--- src/rtl/rptr_empty_ctrl.sv ---
`default_nettype none
// ============================================================================
// Module   : rptr_empty_ctrl
// Brief    : Read-side pointer, empty/almost-empty, occupancy and underflow
//            control for an asynchronous FIFO (read clock domain).
// Revision : 1.0 - initial release
// ============================================================================
module rptr_empty_ctrl #(
    parameter int unsigned ADDRSIZE      = 9,
    parameter int unsigned AEMPTY_THRESH = 4
) (
    input  logic                rclk,
    input  logic                rrst,
    input  logic                rinc,
    input  logic                rclr_err,
    input  logic [ADDRSIZE:0]   rq2_wptr,
    output logic [ADDRSIZE-1:0] raddr,
    output logic [ADDRSIZE:0]   rptr,
    output logic                rempty,
    output logic                raempty,
    output logic [ADDRSIZE:0]   rcount,
    output logic                runderflow
);

    localparam logic [ADDRSIZE:0] c_AEMPTY_THRESH = AEMPTY_THRESH[ADDRSIZE:0];

    logic [ADDRSIZE:0] r_rbin_q;
    logic [ADDRSIZE:0] r_rptr_q;
    logic              r_rempty_q;
    logic              r_raempty_q;
    logic [ADDRSIZE:0] r_rcount_q;
    logic              r_runderflow_q;

    logic              w_racc;
    logic [ADDRSIZE:0] w_rbin_d;
    logic [ADDRSIZE:0] w_rptr_d;
    logic              w_rempty_d;
    logic              w_raempty_d;
    logic [ADDRSIZE:0] w_rcount_d;
    logic              w_runderflow_d;
    logic [ADDRSIZE:0] w_wbin_s;

    // Gray-to-binary of the synchronized write pointer: bit i is the XOR
    // of all Gray bits from the MSB down to i.
    for (genvar i = 0; i <= ADDRSIZE; i++) begin : g_g2b
        assign w_wbin_s[i] = ^rq2_wptr[ADDRSIZE:i];
    end

    always_comb begin
        w_racc         = rinc & ~r_rempty_q;
        w_rbin_d       = r_rbin_q + {{ADDRSIZE{1'b0}}, w_racc};
        w_rptr_d       = (w_rbin_d >> 1) ^ w_rbin_d;
        w_rempty_d     = (w_rptr_d == rq2_wptr);
        // Modular difference stays correct across the pointer wrap
        w_rcount_d     = w_wbin_s - w_rbin_d;
        w_raempty_d    = (w_rcount_d <= c_AEMPTY_THRESH);
        // Set has priority over clear
        w_runderflow_d = (rinc & r_rempty_q) | (r_runderflow_q & ~rclr_err);
    end

    always_ff @(posedge rclk) begin
        if (rrst) begin
            r_rbin_q       <= '0;
            r_rptr_q       <= '0;
            r_rempty_q     <= 1'b1;
            r_raempty_q    <= 1'b1;
            r_rcount_q     <= '0;
            r_runderflow_q <= 1'b0;
        end else begin
            r_rbin_q       <= w_rbin_d;
            r_rptr_q       <= w_rptr_d;
            r_rempty_q     <= w_rempty_d;
            r_raempty_q    <= w_raempty_d;
            r_rcount_q     <= w_rcount_d;
            r_runderflow_q <= w_runderflow_d;
        end
    end

    assign raddr      = r_rbin_q[ADDRSIZE-1:0];
    assign rptr       = r_rptr_q;
    assign rempty     = r_rempty_q;
    assign raempty    = r_raempty_q;
    assign rcount     = r_rcount_q;
    assign runderflow = r_runderflow_q;

endmodule
`default_nettype wire

--- config.mk ---
export PLATFORM = sky130hd
export DESIGN_NAME = rptr_empty_ctrl
export DESIGN_NICKNAME = d
export VERILOG_FILES = /design/src/rtl/rptr_empty_ctrl.sv
export SDC_FILE = /design/constraint.sdc
export NUM_CORES = 1
export LEC_CHECK = 0
export BUFFER_PORTS_ARGS = -buffer_cell sky130_fd_sc_hd__buf_2
export CAP_MARGIN = 20
export CORE_MARGIN = 10
export CORE_UTILIZATION = 53
export DETAILED_ROUTE_END_ITERATION = 12
export GPL_TIMING_DRIVEN = 0
export PLACE_DENSITY = 0.89
export SYNTH_ARGS = -nofsm -noshare
export SYNTH_HDL_FRONTEND = slang
export SYNTH_SLANG_ARGS = --single-unit
--- constraint.sdc ---
create_clock -name rclk -period 6.38 [get_ports rclk]
set_input_delay 1.276 -clock rclk [delete_from_list [all_inputs] [get_ports rclk]]
set_output_delay 1.276 -clock rclk [all_outputs]
set_load 0.01 [all_outputs]
# After elaboration in Yosys (flattened, before gate mapping)
# Cells that the tools add are included.
classes:
  addsub: 2
  magnitude_cmp: 1
  eq_ne: 1
  bitwise_logic: 7
  reduce_logical: 9
ops:
  columns: ["operator", "count"]
  rows:
  - ["$add A10 B1 Y10", 1]
  - ["$eq A10 B10 Y1", 1]
  - ["$le A10 B3 Y1 const B", 1]
  - ["$reduce_xor A10 Y1", 1]
  - ["$sub A10 B10 Y10", 1]
  - ["$xor A9 B10 Y10", 1]
  - ["$reduce_xor A9 Y1", 1]
  - ["$reduce_xor A8 Y1", 1]
  - ["$reduce_xor A7 Y1", 1]
  - ["$reduce_xor A6 Y1", 1]
  - ["$reduce_xor A5 Y1", 1]
  - ["$reduce_xor A4 Y1", 1]
  - ["$and A1 B1 Y1", 3]
  - ["$reduce_xor A3 Y1", 1]
  - ["$not A1 Y1", 2]
  - ["$reduce_xor A2 Y1", 1]
  - ["$or A1 B1 Y1", 1]
word_totals:
  ff_bits: 33
  inputBits: 14
  output_inout_bits: 32
  wordCells: 26

# Logic depth before layout (Yosys ltp)
logic_depth:
  ltp_word: 5
  ltp_mapped: 16
  depth_no_buf: 15

# Worst setup path before layout
# Ideal clock, no wire load.
synth_path:
  path_kind: "input to register"
  startpoint: "input port rq2_wptr[9]"
  endpoint: "register r_raempty_q (netlist: raempty)"
  setup_ns: 0.096
  arrival_ns: 4.725
  required_ns: 6.284
  setup_slack_ns: 1.560
  stages: 16
  n_path_buf: 1
  path_cell_list: "buf_6 xnor3_2 xnor3_2 xnor2_1 xor2_1 xnor2_1 ha_1 fa_1 inv_1 a21oi_1 maj3_2 o21bai_2 and4_4 a2111oi_4 xnor2_1 o41ai_2"
synth_via:
  elab_chain_cells: 3
  word_cells_on_any_way: 11
  cone_classes: "1 x add/sub; 1 x order compare; 9 x reduce/logical"
synth_rtl:
  columns: ["item", "line", "text"]
  rows:
  - ["start, declared", "16", "input logic [ADDRSIZE:0] rq2_wptr,"]
  - ["$reduce_xor A10 Y1, or another cell as far along", "46", "assign w_wbin_s[i] = ^rq2_wptr[ADDRSIZE:i];"]
  - ["$sub A10 B10 Y10 *", "55", "w_rcount_d = w_wbin_s - w_rbin_d;"]
  - ["$le A10 B3 Y1 *", "56", "w_raempty_d = (w_rcount_d <= c_AEMPTY_THRESH);"]
  - ["end signal, assigned", "73", "r_raempty_q <= w_raempty_d;"]
  - ["end, declared", "30", "logic r_raempty_q;"]
# Every way passes the cells marked *; elsewhere a longest branch is shown, timed or not.
# A chain may end at the register's enable or synchronous reset.

# Worst setup path in the final report
layout_path:
  startpoint: "input port rq2_wptr[7]"
  endpoint: "register r_raempty_q (netlist: raempty)"
layout_via:
  elab_chain_cells: 3
  word_cells_on_any_way: 10
  cone_classes: "1 x add/sub; 1 x order compare; 8 x reduce/logical"
layout_rtl:
  columns: ["item", "line"]
  rows:
  - ["$reduce_xor A10 Y1, or another cell as far along", "46"]
  - ["$sub A10 B10 Y10 *", "55"]
  - ["$le A10 B3 Y1 *", "56"]
# Marks and branches as above.

==> results.cfg <==
[final_layout]
seqCellArea_um2 = 641
area_growth_pct = 17.5
multiInputGateArea_um2 = 1230
final_core_util_pct = 66.3
antenna_cells = 0
final_layout_size_suffix_gt1_share_pct = 24.5
nets = 280
fill_cells = 288

[worst_hold_path]
hold_end = runderflow
min-delay-start = rempty
holdPathStages = 2
hold_class = flop to flop

[placed_design]
dp_hpwl_um = 3420
io_buffer_count = 43
place.gp.congestion = 0.835

[route]
drt_pass1_iterations = 4
final_antenna_net_count = 0
via_per_inst = 5.21
drc = 0
wl_per_cell_um = 14.5
drt_wl_total_um = 4390
vias = 1578
drtIter0Drc = 88

[setup_path]
reg2regPathDepth = 12
cp_max_fo = 6
critPathKind = primary input to flop
reg2reg_to = raempty
r2r_start = rempty
arrival_ps = 5100
cp-start-kind = primary input
cp-startpoint = rq2_wptr[7]
crit_path_end_kind = flop
rrSetupSlack_ps = 2920
cp.required_ps = 6640

[clocking]
htree_levels = 2
cts_root_buf = clkbuf_4
cts_tree = done
clk_path_buf_depth = 2
cts_post_setup_buffers_inserted = 0
clk_latency_ps = 340
cts_buffers = 5
ctsResizeCount = 0
cts.sinks = 32
clkSlewWorstSetupHoldPaths_ps = 110
cts_hold_buf = 0

[sta]
hold_viol = 0
slew_headroom_pct = 46.8
fin_skew_ps = 11.2
drv_slew = 0
setup_viol = 0
fmax_mhz = 207
worst_slew_pin_slew_ps = 792
final.setup.tns_ps = 0
finalCritPeriodShare_pct = 75.8
fin_crit_ps = 4840
rsz0062_at_grt = no

[die]
dieHeight_um = 80.3
ios = 46
rows = 21
coreArea_um2 = 3420
die_width_um = 80.3
die_area_um2 = 6450
start_util_pct = 56.4

[power]
peakVddDrop_v = 0.000159
power_uw = 615
powerDensity_nw_per_um2 = 271
p_leak_nw = 1.07

[flow_run]
maxCapViolCount = 0

[synth]
synth_flop_cell = dfxtp_1
ys_seq_area_share_pct = 33.2
ys_async_sr_fraction_pct = 0
synthesis.area_um2 = 1930
synth_seq_cells = 32
ys_warn_count = 0
synth_cells = 207
synth-edff-count = 0
syn_nets = 230
avgSynthCellArea_um2 = 9.31
yosysUniqueCellTypes = 45

[grt]
grtUsageTotal_pct = 13.9
grt_overflow_total = 0
grt_pass1_vias = 1599
grt_max_degree = 11
grt_pass1_wl_um = 7070
antenna_found_initial = 0

[run_status]
status = finished, final reports clean
-- cells in the final DEF (no fill, tap or decap), types with 3 or more instances in the layout --
| cell | instances |
|---|---|
| nor4_1 | 3 |
| clkbuf_1 | 3 |
| a21oi_1 | 6 |
| nor3_1 | 5 |
| xnor2_1 | 30 |
| nand2_1 | 14 |
| inv_1 | 8 |
| nor2_1 | 33 |
| ha_1 | 8 |
| clkbuf_4 | 5 |
| nand2b_1 | 4 |
| o21ai_0 | 4 |
| xor2_1 | 12 |
| nor2b_1 | 3 |
| buf_2 | 43 |
| dfxtp_1 | 32 |
| and3_1 | 4 |
-- flip-flops by register name, indices dropped and copies added, names as in the netlist --
| name | count |
|---|---|
| runderflow | 1 |
| r_rbin_q | 10 |
| rempty | 1 |
| rcount | 10 |
| raempty | 1 |
| rptr | 9 |
-- cells by family after synthesis --
| kind of cell | share of synthesized area, % |
|---|---|
| fa+ha+maj | 6.82 |
| simple gates | 18.6 |
| buf+inv | 2.92 |
| mux | 1.04 |
| xor+xnor | 26.0 |
| compound gates | 11.4 |
| flops | 33.2 |
-- power breakdown --
part	internal, mW	total (mW)	switching, mW
clock	0.0624	0.132	0.0693
sequential	0.223	0.228	0.00558
combinational	0.118	0.255	0.137
-- synthesized netlist by cell type, types with 2 or more instances --
cell type	count	area, um2
a21oi_1	6	30.0
and2_1	2	12.5
and3_1	4	25.0
clkbuf_1	3	11.3
dfxtp_1	32	641
ha_1	8	100
inv_1	8	30.0
mux2i_1	2	20.0
nand2_1	14	52.6
nand2b_1	4	25.0
nand4_1	2	12.5
nor2_1	33	124
nor2b_1	3	18.8
nor3_1	5	25.0
nor4_1	3	18.8
o21a_1	2	15.0
o21ai_0	4	20.0
o31a_1	2	17.5
o41ai_2	2	32.5
xnor2_1	30	263
xnor3_1	2	45.0
xnor3_2	2	47.6
xor2_1	12	105
-- metrics by stage --
step | worst slack (ps) | hold slack, ps | instances | cell area, um2
finish | 1540 | 472 | 303 | 2260
global route | 1380 | 502 | 303 | 2260
CTS | 1550 | 475 | 303 | 2260
detailed placement | 1310 | 462 | 296 | 2200
global placement | 1310 | 452 | 296 | 2200
floorplan | 1560 | 489 | 207 | 1930
-- layout make-up --
cell class,count,share of cell area [%]
multi-input cells,162,54.3
inverters,9,1.49
flip-flops and latches,32,28.3
repair buffers,43,9.50
clock buffers,7,2.87
plain buffers,4,0.994
well taps,46,2.54
-- metal layers --
| layer | global-route usage, % | wire length (um) | share of wire, % |
|---|---|---|---|
| met3 | 4.45 | 375 | 8.5 |
| met5 | 0 | 0 | 0 |
| met4 | 7.04 | 107 | 2.4 |
| met1 | 14.8 | 1760 | 40 |
| met2 | 24.1 | 2150 | 49 |
-- worst max path at each step --
stage | slack [ps] | endpoint | depth (start not counted)
after global placement | 1310 | raempty | 16
after global routing | 1380 | raempty | 16
final | 1540 | raempty | 16
after detailed placement | 1310 | raempty | 16
after CTS | 1550 | raempty | 16
after floorplan | 1560 | raempty | 16
-- worst max-delay path: stages --
cell and delay [ps]:
buf_2 100, xnor3_2 520, xnor3_2 430, xnor2_1 250, xor2_1 330, xnor2_1 110
ha_1 240, fa_1 400, inv_1 80, a21oi_1 70, maj3_2 350, o21bai_2 140
and4_4 250, a2111oi_4 50, xnor2_1 170, o41ai_2 330
Note: power is estimated with default switching activity, not from simulation.
